## src/rtl/core_reset_done_ctrl.sv

```systemverilog
// core_reset_done_ctrl: releases N cores from reset one after another with a
// programmable delay, watches their dmem writes for completion, and counts the
// run cycles with an optional timeout. It can be restarted without an FPGA reset.
`timescale 1ns/1ps
module core_reset_done_ctrl #(
  parameter int NUM_CORES      = 4,
  parameter int RST_PIPE_DEPTH = 6,
  parameter int RST_STAGGER    = 0,
  parameter int DONE_ALL       = 1,
  parameter int CNT_W          = 32,
  parameter int TIMEOUT_CYCLES = 0
) (
  input  logic                   clk,
  input  logic                   reset_n,
  input  logic                   i_locked,
  input  logic                   i_restart,
  input  logic [NUM_CORES*4-1:0] i_core_wr_en,
  output logic [NUM_CORES-1:0]   o_core_reset,
  output logic                   o_done,
  output logic                   o_timeout,
  output logic [NUM_CORES-1:0]   o_done_mask,
  output logic [CNT_W-1:0]       o_cycle_count,
  output logic [1:0]             o_state
);

  // The last core is released on this HOLD count, which also moves the FSM into RUN.
  localparam int T_LAST = RST_PIPE_DEPTH + (NUM_CORES - 1) * RST_STAGGER;
  localparam int HCNT_W = $clog2(T_LAST + 2);
  // Timeout compare value; only meaningful when the timeout is enabled.
  localparam logic [CNT_W-1:0] TO_LAST =
      CNT_W'((TIMEOUT_CYCLES == 0) ? 0 : TIMEOUT_CYCLES - 1);

  typedef enum logic [1:0] {
    ST_HOLD    = 2'd0,
    ST_RUN     = 2'd1,
    ST_DONE    = 2'd2,
    ST_TIMEOUT = 2'd3
  } state_e;

  state_e                state_q;
  logic [1:0]            sync_q;
  logic [HCNT_W-1:0]     hcnt_q;
  logic [NUM_CORES-1:0]  core_reset_q;
  logic [NUM_CORES-1:0]  mask_q;
  logic [NUM_CORES-1:0]  mask_d;
  logic [CNT_W-1:0]      count_q;
  logic [CNT_W-1:0]      count_d;
  logic                  done_q;
  logic                  timeout_q;
  logic [NUM_CORES-1:0]  wr_any;
  logic [NUM_CORES-1:0]  release_hit;
  logic                  done_cond;
  logic                  timeout_hit;

  // Per-core write detection and release-time match against the HOLD counter.
  for (genvar gi = 0; gi < NUM_CORES; gi++) begin : g_core
    assign wr_any[gi]      = |i_core_wr_en[4*gi +: 4];
    assign release_hit[gi] = (hcnt_q == HCNT_W'(RST_PIPE_DEPTH + gi * RST_STAGGER));
  end

  // Writes from a core that is still held in reset never count toward completion.
  always_comb begin
    mask_d      = mask_q | (wr_any & ~core_reset_q);
    done_cond   = (DONE_ALL != 0) ? (&mask_d) : (|mask_d);
    timeout_hit = (TIMEOUT_CYCLES != 0) && (count_q == TO_LAST);
    count_d     = (&count_q) ? count_q : count_q + 1'b1;
  end

  // Two-flop synchroniser so the FSM leaves reset cleanly on the clock.
  always_ff @(posedge clk or negedge reset_n) begin
    if (!reset_n) sync_q <= 2'b00;
    else          sync_q <= {sync_q[0], 1'b1};
  end

  // Sequencer FSM: HOLD counts out the staggered releases, RUN watches for done/timeout.
  always_ff @(posedge clk or negedge reset_n) begin
    if (!reset_n) begin
      state_q      <= ST_HOLD;
      hcnt_q       <= '0;
      core_reset_q <= '1;
      mask_q       <= '0;
      count_q      <= '0;
      done_q       <= 1'b0;
      timeout_q    <= 1'b0;
    end else if (!sync_q[1] || i_restart || !i_locked) begin
      // Synchronised reset, explicit restart and loss of lock all rewind the sequence.
      state_q      <= ST_HOLD;
      hcnt_q       <= '0;
      core_reset_q <= '1;
      mask_q       <= '0;
      count_q      <= '0;
      done_q       <= 1'b0;
      timeout_q    <= 1'b0;
    end else begin
      case (state_q)
        ST_HOLD: begin
          hcnt_q       <= hcnt_q + 1'b1;
          core_reset_q <= core_reset_q & ~release_hit;
          if (hcnt_q == HCNT_W'(T_LAST)) state_q <= ST_RUN;
        end
        ST_RUN: begin
          count_q <= count_d;
          mask_q  <= mask_d;
          // Done takes priority over a timeout landing on the same edge.
          if (done_cond) begin
            done_q  <= 1'b1;
            state_q <= ST_DONE;
          end else if (timeout_hit) begin
            timeout_q <= 1'b1;
            state_q   <= ST_TIMEOUT;
          end
        end
        default: begin
          // DONE / TIMEOUT: everything frozen, cores keep running.
        end
      endcase
    end
  end

  assign o_core_reset  = core_reset_q;
  assign o_done        = done_q;
  assign o_timeout     = timeout_q;
  assign o_done_mask   = mask_q;
  assign o_cycle_count = count_q;
  assign o_state       = state_q;

endmodule
```

## config.mk

```make
export PLATFORM = sky130hd
export DESIGN_NAME = core_reset_done_ctrl
export DESIGN_NICKNAME = d
export VERILOG_FILES = /design/src/rtl/core_reset_done_ctrl.sv
export SDC_FILE = /design/constraint.sdc
export NUM_CORES = 1
export LEC_CHECK = 0
export CAP_MARGIN = 20
export CORE_AREA = 2 2 76 96
export CTS_CLUSTER_DIAMETER = 50
export DETAILED_ROUTE_END_ITERATION = 8
export DIE_AREA = 0 0 78 98
export PLACE_DENSITY = 0.77
export SYNTH_ARGS = -nofsm -noshare
export SYNTH_HDL_FRONTEND = slang
export SYNTH_SLANG_ARGS = --single-unit
```

## constraint.sdc

```tcl
create_clock -name clk -period 2.7 [get_ports clk]
set_input_delay 0.54 -clock clk [delete_from_list [all_inputs] [get_ports clk]]
set_output_delay 0.54 -clock clk [all_outputs]
set_load 0.01 [all_outputs]
```

==> After elaboration in Yosys (flattened, before gate mapping) <==
Cells that the tools add are included.
{ "totals": {"regBits": 48, "word_cells": 53} }
{ "classes": {"reduce_logical": 18, "n_mux": 16, "n_eq_ne": 5, "add_sub_neg": 2, "n_bitwise": 5} }
{ "ops": {"columns": ["operator", "count"], "rows": [
  ["$mux 32", 3],
  ["$add 32x1->32 const B", 1],
  ["$reduce_and 32->1", 1],
  ["$mux 4", 4],
  ["$reduce_or 4->1", 4],
  ["$and 4x4->4", 2],
  ["$not 4->4", 2],
  ["$mux 2", 3],
  ["$mux 3", 2],
  ["$ne 3x3->1 const B", 2],
  ["$reduce_bool 2->1", 3],
  ["$or 4x4->4", 1],
  ["$pmux 2 s2", 1],
  ["$reduce_and 2->1", 2],
  ["$reduce_and 4->1", 1],
  ["$add 3x1->3 const B", 1],
  ["$eq 3x3->1 const B", 1],
  ["$mux 1", 3],
  ["$reduce_and 3->1", 1],
  ["$reduce_bool 3->1", 1],
  ["$eq 2x1->1 const B", 1],
  ["$logic_not 1->1", 2],
  ["$logic_not 2->1", 1],
  ["$logic_or 1x1->1", 2],
  ["$ne 2x1->1 const B", 1]
]} }

==> Longest topological paths before layout <==
Gate-level depths: netlist (run 1).
{ "logic_depth": {"word_depth": 7, "depth_mapped": 9, "mapped_depth_nobuf": 6} }

==> Least setup slack after synthesis (run 1) <==
OpenSTA, ideal clock, no wires.
{ "synth_timing": {"path_type": "register -> register", "startpoint": "register count_q[0], in the netlist o_cycle_count[0]", "endpoint": "register count_q[31], in the netlist o_cycle_count[31]", "t_required_ns": 2.634, "path_buffers": 3, "setup_slack_ns": 0.569, "t_arrival_ns": 2.066, "path_stages_with_launch": 10, "path_cell_list": "dfrtp_1 -> ha_1 -> and2_1 -> and4_4 -> buf_6 -> and3_1 -> buf_6 -> buf_6 -> or4_1 -> nand2_1"} }
{ "synth_via": {"elab_chain_len": 4, "word_cells_on_any_way": 7, "cone_classes": "add/sub: 1; eq/ne: 1; mux: 3; reduce/logical: 2"} }
{ "synth_lines": {"columns": ["item", "line_no", "source"], "rows": [
  ["start, declared", "46", "logic [CNT_W-1:0] count_q;"],
  ["start signal, assigned", "102", "count_q <= count_d;"],
  ["$add 32x1->32", "66", "count_d = (&count_q) ? count_q : count_q + 1'b1;"],
  ["$mux 32", "66", null],
  ["$mux 32", "95", "case (state_q)"],
  ["$mux 32", "85", "end else if (!sync_q[1] || i_restart || !i_locked) begin"]
]} }
Parallel ways exist; a longest one is shown, timed or not. The select of a mux whose other input is x is not followed.
A chain may end at the register's enable or synchronous reset.

==> Worst setup path in the final report (run 1) <==
{ "layout_timing": {"startpoint": "input i_locked", "endpoint": "register count_q[21], in the netlist o_cycle_count[21]"} }
{ "layout_via": {"elab_chain_len": 4, "word_cells_on_any_way": 6, "cone_classes": "eq/ne: 1; mux: 1; reduce/logical: 4"} }
{ "layout_lines": {"columns": ["item", "line_no", "source"], "rows": [
  ["start, declared", "15", "input logic i_locked,"],
  ["$logic_not 1->1 *", "85", null],
  ["$logic_or 1x1->1 *", "85", null],
  ["$ne 2x1->1 (no line) / $reduce_bool 2->1 (equally long branches)", null, null],
  ["$reduce_and 2->1 (no line)", null, null]
]} }
Mark *: on every way between the ends. The rest lies on a longest branch, timed or not.

==> results of run 1 <==
==> kinds of logic (layout without fill, tap and decap cells) <==
group	count (synthesis)	in the layout
fa+ha+maj	3	3
compound gates	65	65
flops	48	48
xor+xnor	10	10
buf+inv	17	83
mux	1	1
other cells	2	2
simple gates	127	127
==> power breakdown <==
part	switching (W)	total (W)	internal, W
registers	0.00000175	0.000723	0.000721
logic	0.0000335	0.0000670	0.0000335
clock network	0.000245	0.000708	0.000463
==> sequential cells by signal, summed over array words and instances (netlist names) <==
signal,count
o_cycle_count,32
o_core_reset,4
o_done_mask,4
hcnt_q,3
o_state,2
sync_q,2
o_done,1
==> worst min-delay path by stage <==
stage	from	end	slack [ns]	cells after the start
finish	reset_n	sync_q[0]$_DFF_PN0_	0.19	2
global route	reset_n	sync_q[0]$_DFF_PN0_	0.23	2
CTS	reset_n	sync_q[0]$_DFF_PN0_	0.21	2
detailed placement	sync_q[0]$_DFF_PN0_	sync_q[1]$_DFF_PN0_	0.35	0
global placement	sync_q[0]$_DFF_PN0_	sync_q[1]$_DFF_PN0_	0.33	0
floorplan	reset_n	hcnt_q[0]$_DFFE_PN0P_	0.24	0
==> final cells by class <==
class	count	area, um2
multi-input combinational	208	1310
timing repair buffer	73	711
inverter	2	7.51
clock inverter	3	90.1
fill	632	3300
tap	90	113
sequential	48	1210
clock buffer	5	68.8
==> metal layers <==
metal / share of wire, % / wire length [um] / GRT usage (%)
met5: 0 / 0 / 0
met4: 2.7 / 176 / 7.96
met3: 3.6 / 236 / 2.68
met2: 52 / 3420 / 32.0
met1: 42 / 2720 / 20.7
==> placed cells by master (no fill, tap or decap), types with 2 or more instances in the layout <==
| cell | Yosys | layout |
|---|---|---|
| o211ai_1 | 2 | 2 |
| nor3_1 | 2 | 2 |
| buf_4 | 1 | 10 |
| nor4_1 | 5 | 5 |
| and3_1 | 4 | 4 |
| o211a_1 | 3 | 3 |
| nand3_1 | 12 | 12 |
| o21a_1 | 2 | 2 |
| clkbuf_8 | 0 | 5 |
| or3_1 | 15 | 15 |
| nand2_1 | 26 | 26 |
| clkdlybuf4s50_1 | 0 | 61 |
| xor2_1 | 6 | 6 |
| xnor2_1 | 4 | 4 |
| conb_1 | 2 | 2 |
| and4_1 | 2 | 2 |
| or4_1 | 7 | 7 |
| o31ai_1 | 3 | 3 |
| a21oi_1 | 19 | 19 |
| dfstp_2 | 4 | 4 |
| bufinv_16 | 0 | 3 |
| o21bai_1 | 3 | 3 |
| o2111ai_1 | 2 | 2 |
| a311oi_1 | 2 | 2 |
| and2_1 | 2 | 2 |
| o21ai_0 | 18 | 18 |
| ha_1 | 3 | 3 |
| dfrtp_1 | 44 | 44 |
| a31oi_1 | 4 | 4 |
| nand4_1 | 16 | 16 |
| inv_1 | 2 | 2 |
| nor4_4 | 2 | 2 |
| nor2_1 | 24 | 24 |
==> stage by stage <==
step | power (W) | cells | cell area (um2) | setup WS, ns | hold slack (ns)
4_1_cts | 0.00151 | 429 | 3510 | 0.494 | 0.205
3_5_place_dp | 0.000804 | 421 | 3350 | 0.169 | 0.350
6_report | 0.00150 | 429 | 3510 | 0.485 | 0.191
3_3_place_gp | 0.000803 | 421 | 3350 | 0.255 | 0.333
2_1_floorplan | 0.000753 | 273 | 2620 | 0.569 | 0.244
5_1_grt | 0.00155 | 429 | 3510 | 0.405 | 0.227
==> reports/results.ini, run 1 <==
[final_layout]
syn2layout_area_growth_pct=34.0
drive_above_1_share_pct=10.6
final_nets=361
num_antenna_cells=0
fin_util_pct=51.5

[grt]
grt_antenna_before_repair=0
first_global_vias=2414
grt_overflow=0
track_usage_pct=17.8
grt_max_degree=49
grt_pass1_wl_um=11200

[synth]
yosys.area_share.xor_xnor_pct=3.35
yosysMostFrequentCell=dfrtp_1
synth-async-reset-ratio_pct=100
synth-adder-area-share_pct=1.43
synth_edf_count=0
ys_ff_latch=48
synth-seq-area-share_pct=46.1
netlist_area_um2=2620
avgSynthCellArea_um2=9.58
synth_mux_area_share_pct=0.430
synth_cell_types=52
syn-num-nets=296
synth_top_family_by_area=simple AND/OR/NAND/NOR gates
synth_cells=273
ys_warn_count=0
synth_top_area_share_pct=42.1
ys.flop_type=dfrtp_1
synth_compound_area_share_pct=16.0
synth_simple_gate_area_share_pct=28.6
synth_area_leader_cell=dfrtp_1
synth_common_cells=dfrtp_1 (44), nand2_1 (26), nor2_1 (24)
synth.area.top_cells=dfrtp_1 (42%), dfstp_2 (4.0%), nand4_1 (3.8%), nand2_1 (3.7%), a21oi_1 (3.6%)

[timing]
fin_skew_ns=0.00700
max_freq_mhz=451
rsz0062_at_grt=false
setup_viol=0
hold_viol=0
tns_ns=0
fin_crit_sh_pct=82.0
maxSlewViolCount=0
final.min_clock_period_ns=2.22

[setup_path]
reg2reg_from=o_cycle_count[0]$_DFFE_PN0P_
required_ns=2.89
reg2reg_slack_ns=0.52
reg2reg_depth=7
r2r_end=o_cycle_count[27]$_DFFE_PN0P_
path_class=in -> reg
worst_setup_path_end_kind=register
crit_slowest_cell=or4_1
critPathLaunchType=input port
crit_path_max_incr_delay_ns=0.69
cp_cell_sequence=clkdlybuf4s50_1, nand3b_4, or4_1, o2111ai_1, xor2_1, nor2_1
path_max_fanout=7
crit_start=i_locked
cp_data_arrival_time_ns=2.41
worst-path-buf-inv=1
path_depth=6
crit_family=simple AND/OR/NAND/NOR gates
critPathCapture=o_cycle_count[21]$_DFFE_PN0P_

[floorplan]
boundaryPins=64
rows=34
die_x_um=78
dieHeight_um=98
coreArea_um2=6810
initial_core_util_pct=38.4
die_area_um2=7640

[pwr]
p_per_area_nw_per_um2=427
power_leakage_nw=1.44
irDropWorstVdd_v=0.000306

[cts]
cts_tree=built
cts_hold_buf=0
numCtsBuffers=5
cts_sinks=48
clockBufferDepth=2
cts-htree-levels=2
clk_pin_slew_worst_paths_ns=0.09
clock_insertion_delay_worst_skew_ns=0.30
ctsResizeCount=0
cts_setup_buffers=0
root_buffer=clkbuf_8

[routing]
drt_iter0_drc=137
wl_per_cell_um=15.3
via_count=2373
drc=0
antenna_left=0
drt-total-wl_um=6550
drt_pass1_iterations=4
via_per_inst=5.53

[placed_design]
gp_congestion=0.827
hpwlAfterDp_um=4770
port_buffers=62

[status]
status=finished clean

[run]
drv_cap=0

[min_path]
hold_path_class=in -> async

No activity file was read; power rests on OpenSTA's default activity.
==> run 2: changes to the inputs <==
==> constraint.sdc (replaced) <==
create_clock -name clk -period 2.2 [get_ports clk]
set_input_delay 0.44 -clock clk [delete_from_list [all_inputs] [get_ports clk]]
set_output_delay 0.44 -clock clk [all_outputs]
set_load 0.01 [all_outputs]
==> run 2 against run 1 <==
Compared with the run above:
- first-iteration DRC count is 15% higher
- wire length rose by 3.4%
- hold slack got worse by 0.090 ns
- largest power group unchanged
==> reports/results.ini, run 2 (synthesis gave the netlist of run 1 again) <==
[status]
status=finished clean

[cts]
clk_pin_slew_worst_paths_ns=0.09
cts_tree=built
cts_hold_buf=0
root_buffer=clkbuf_8
numCtsBuffers=5
cts_sinks=48
clockBufferDepth=2
cts-htree-levels=2
clock_insertion_delay_worst_skew_ns=0.31

[floorplan]
dieHeight_um=98
coreArea_um2=6810
initial_core_util_pct=38.4
rows=34
die_x_um=78
die_area_um2=7640
boundaryPins=64

[setup_path]
crit_family=simple AND/OR/NAND/NOR gates
reg2reg_from=o_cycle_count[0]$_DFFE_PN0P_
cp_cell_sequence=ha_1, and2_1, and4_4, and3_1, buf_12, or4_1, a21oi_2
path_max_fanout=26
cp_data_arrival_time_ns=2.36
reg2reg_depth=7
worst-path-buf-inv=1
worst_setup_path_end_kind=register
path_class=reg -> reg
reg2reg_slack_ns=0.08
r2r_end=o_cycle_count[27]$_DFFE_PN0P_
crit_slowest_cell=dfrtp_2
required_ns=2.44
critPathLaunchType=register
crit_path_max_incr_delay_ns=0.45

[timing]
maxSlewViolCount=0
setup_viol=0
relSlewSlack_pct=63.5
fin_skew_ns=0.0112
rsz0062_at_grt=false
hold_viol=0
max_freq_mhz=471
tns_ns=0
fin_crit_sh_pct=96.5
final.min_clock_period_ns=2.12
worst_slew_pin_slew_ns=0.547

[grt]
grt_max_degree=27
grt_overflow=0
grt_pass1_wl_um=11600
first_global_vias=2536
grt_antenna_before_repair=0
track_usage_pct=18.7

[routing]
wl_per_cell_um=15.3
drt_iter0_drc=158
drt_pass1_iterations=4
drt-total-wl_um=6780
drc=0
via_count=2462
via_per_inst=5.56
antenna_left=0

[placed_design]
hpwlAfterDp_um=5050
port_buffers=62
gp_congestion=0.814

[run]
drv_cap=0

[final_layout]
layout_commonest_cell=clkdlybuf4s50_1
syn2layout_area_growth_pct=36.9
seqCellArea_um2=1210
largest_register_ffs=32
drive_above_1_share_pct=14.7
nFillCells=641
num_antenna_cells=0
multiInputGateArea_um2=1310
final_nets=375
layout_common_cells=clkdlybuf4s50_1 (61), dfrtp_1 (43), nand2_1 (26)

[min_path]
hold_path_class=in -> async

[pwr]
total_power_w=0.00161
power_leakage_nw=1.48
p_per_area_nw_per_um2=450
irDropWorstVdd_v=0.000285

run 2: metrics by stage:
stage	instances	util, %	setup WS, ns	area, um2	hold slack, ns
4_1_cts	442	52.4	0.0585	3570	0.122
2_1_floorplan	273	-	0.0685	2620	0.144
5_1_grt	443	52.6	0.00411	3580	0.150
3_5_place_dp	434	50.8	-0.0980	3460	0.346
3_3_place_gp	434	50.8	-0.0784	3460	0.337
6_report	443	52.6	0.0768	3580	0.101
run 2: how the worst max path moves through the flow:
stage / start / endpoint / depth (start not counted)
detailed placement: i_locked / o_cycle_count[14]$_DFFE_PN0P_ / 8
finish: o_cycle_count[0]$_DFFE_PN0P_ / o_cycle_count[27]$_DFFE_PN0P_ / 7
global route: o_cycle_count[0]$_DFFE_PN0P_ / o_cycle_count[6]$_DFFE_PN0P_ / 7
global placement: i_locked / o_cycle_count[21]$_DFFE_PN0P_ / 6
CTS: o_cycle_count[0]$_DFFE_PN0P_ / o_cycle_count[3]$_DFFE_PN0P_ / 7
floorplan: o_cycle_count[0]$_DFFE_PN0P_ / o_cycle_count[31]$_DFFE_PN0P_ / 9
run 2: area by class of cell:
| cell class | count | share of cell area, % |
|---|---|---|
| multi-input combinational | 208 | 36.7 |
| sequential | 48 | 33.7 |
| timing repair buffer | 87 | 23.1 |
| tap | 90 | 3.14 |
| clock buffer | 5 | 1.92 |
| clock inverter | 3 | 1.19 |
| inverter | 2 | 0.210 |
run 2: metal layers:
metal	global-route usage (%)	wire, um	vias up
li1	-	-	1169
met1	22.0	2720	1223
met2	33.2	3650	58
met3	3.60	263	12
met4	7.56	144	0
met5	0	0	-
run 2: what timing repair did:
action | in CTS | in global routing
gates resized for setup | 0 | 2
setup buffers | 0 | 1
setup endpoints to repair | 0 | 3
run 2: where the power goes:
part            total, W  internal (W)  switching [W]  leakage (nW)
Sequential      0.000887      0.000885     0.00000211         0.650
Combinational  0.0000847     0.0000425      0.0000421         0.777
Clock           0.000641      0.000336       0.000304        0.0541
==> run 3: changes to the inputs <==
--- a/config.mk
+++ b/config.mk
@@ -6,11 +6,12 @@
 export NUM_CORES = 1
 export LEC_CHECK = 0
 export CAP_MARGIN = 20
-export CORE_AREA = 2 2 76 96
+export CORE_AREA = 2 2 84 86
 export CTS_CLUSTER_DIAMETER = 50
 export DETAILED_ROUTE_END_ITERATION = 8
-export DIE_AREA = 0 0 78 98
-export PLACE_DENSITY = 0.77
+export DIE_AREA = 0 0 86 88
+export GPL_ROUTABILITY_DRIVEN = 1
+export PLACE_DENSITY = 0.78
 export SYNTH_ARGS = -nofsm -noshare
 export SYNTH_HDL_FRONTEND = slang
 export SYNTH_SLANG_ARGS = --single-unit
==> run 3 against run 2 <==
Compared with the run above:
- flip-flop and latch count unchanged
- maximum frequency down 0.20%
- largest cell class unchanged
- register-to-register slack is essentially flat
- hold slack gained 0.028 ns
- clock skew decreased by 0.0056 ns
- clock-buffer cell count increased by 2
- wire length decreased by 3.7%
- highest routed layer unchanged
- critical endpoint unchanged
==> reports/results.ini, run 3 (synthesis gave the netlist of run 1 again) <==
[final_layout]
fin_util_pct=53.8
num_antenna_cells=0
seqCellArea_um2=1210
final_nets=377
largest_register_ffs=32
multiInputGateArea_um2=1310
stdcell_area_um2=3570
layout_commonest_cell=clkdlybuf4s50_1
final_cells=435
layout_common_cells=clkdlybuf4s50_1 (61), dfrtp_1 (44), buf_4 (27)
drive_above_1_share_pct=14.9
syn2layout_area_growth_pct=36.5
nFillCells=591

[grt]
first_global_vias=2346
grt_pass1_wl_um=11200
grt_overflow=0
grt_antenna_before_repair=0
grt_max_degree=27
track_usage_pct=18.7

[cts]
clockBufferDepth=2
clock_insertion_delay_worst_skew_ns=0.31
clk_pin_slew_worst_paths_ns=0.09
numCtsBuffers=5
cts_sinks=48
cts_tree=built
root_buffer=clkbuf_8
cts-htree-levels=2

[timing]
hold_viol=0
whs_ns=0.130
fin_skew_ns=0.00559
final.min_clock_period_ns=2.13
worst_slew_pin_slew_ns=0.603
setup_viol=0
maxSlewViolCount=0
fin_crit_sh_pct=96.7
relSlewSlack_pct=59.8
max_freq_mhz=470

[setup_path]
crit_start=o_cycle_count[0]$_DFFE_PN0P_
crit_slowest_cell=or4_1
reg2reg_slack_ns=0.07
cp_data_arrival_time_ns=2.37
path_max_fanout=16
cp_cell_sequence=ha_1, and2_1, and4_4, and3_1, buf_4, or4_1, a21oi_2
required_ns=2.45
crit_path_max_incr_delay_ns=0.42
path_class=reg -> reg
worst_setup_path_end_kind=register
critPathLaunchType=register
reg2reg_from=o_cycle_count[0]$_DFFE_PN0P_

[pwr]
p_per_area_nw_per_um2=468
power_leakage_nw=1.50
irDropWorstVdd_v=0.000262

[floorplan]
die_x_um=86
coreArea_um2=6640
boundaryPins=64
die_area_um2=7570
initial_core_util_pct=39.4
dieHeight_um=88
rows=30

[routing]
antenna_left=0
drt-total-wl_um=6530
drc=0
drt_pass1_iterations=6
wl_per_cell_um=15.0
via_per_inst=5.67
via_count=2467
drt_iter0_drc=158

[placed_design]
gp_congestion=0.857
hpwlAfterDp_um=4860
dpl.cell_count=425
postPlaceCellArea_um2=3430
port_buffers=62

[min_path]
hold_path_class=in -> async

[run]
drv_cap=0

[status]
status=finished clean

[run 3: critical path, delay by kind of cell, from the launching register on]
kind	cells	cell delay, ns
buf+inv	1	0.20
flops	1	0.41
simple gates	4	1.06
compound gates	1	0.15
fa+ha+maj	1	0.24
[run 3: worst paths after layout]
kind,end,cells after the start
hold / removal,o_cycle_count[21]$_DFFE_PN0P_,1
setup reg to reg,o_cycle_count[27]$_DFFE_PN0P_,7
hold reg to reg,sync_q[1]$_DFF_PN0_,0
max in group asynchronous,o_cycle_count[15]$_DFFE_PN0P_,2
min in group clk,sync_q[1]$_DFF_PN0_,0
setup / recovery,o_cycle_count[27]$_DFFE_PN0P_,7
[run 3: layer usage]
metal	share of wire, %	vias up	GRT usage [%]
met2	49	73	30.5
met4	1.4	0	6.35
met1	45	1199	24.7
met3	5.5	13	4.43
met5	0	-	0
li1	-	1182	-
[run 3: final cells by class]
class                           count  share of cell area [%]
Sequential cell                    48                    33.8
Inverter                            2                   0.210
Timing Repair Buffer               89                    22.9
Clock buffer                        7                    2.70
Clock inverter                      1                   0.841
Multi-Input combinational cell    208                    36.8
Tap cell                           80                    2.80
[run 3: timing repair]
action,4_1_cts,5_1_grt
buffers inserted,0,2
resized for setup,0,1
endpoints found under the hold margin,0,0
endpoints found under the setup margin,0,5
hold buffers,0,0
[run 3: per-stage QoR]
stage	TNS (ns)	worst slack, ns	total power (W)
2_1_floorplan	0	0.0685	0.000925
3_3_place_gp	-0.764	-0.105	0.000988
3_5_place_dp	-1.28	-0.144	0.000989
4_1_cts	0	0.0738	0.00169
5_1_grt	-0.00621	-0.00621	0.00174
6_report	0	0.0724	0.00167
[run 3: report_power, final]
| part | total [W] | switching, W | internal, W |
|---|---|---|---|
| logic | 0.0000835 | 0.0000415 | 0.0000421 |
| clock network | 0.000701 | 0.000299 | 0.000401 |
| registers | 0.000887 | 0.00000207 | 0.000885 |
| total | 0.00167 | 0.000343 | 0.00133 |
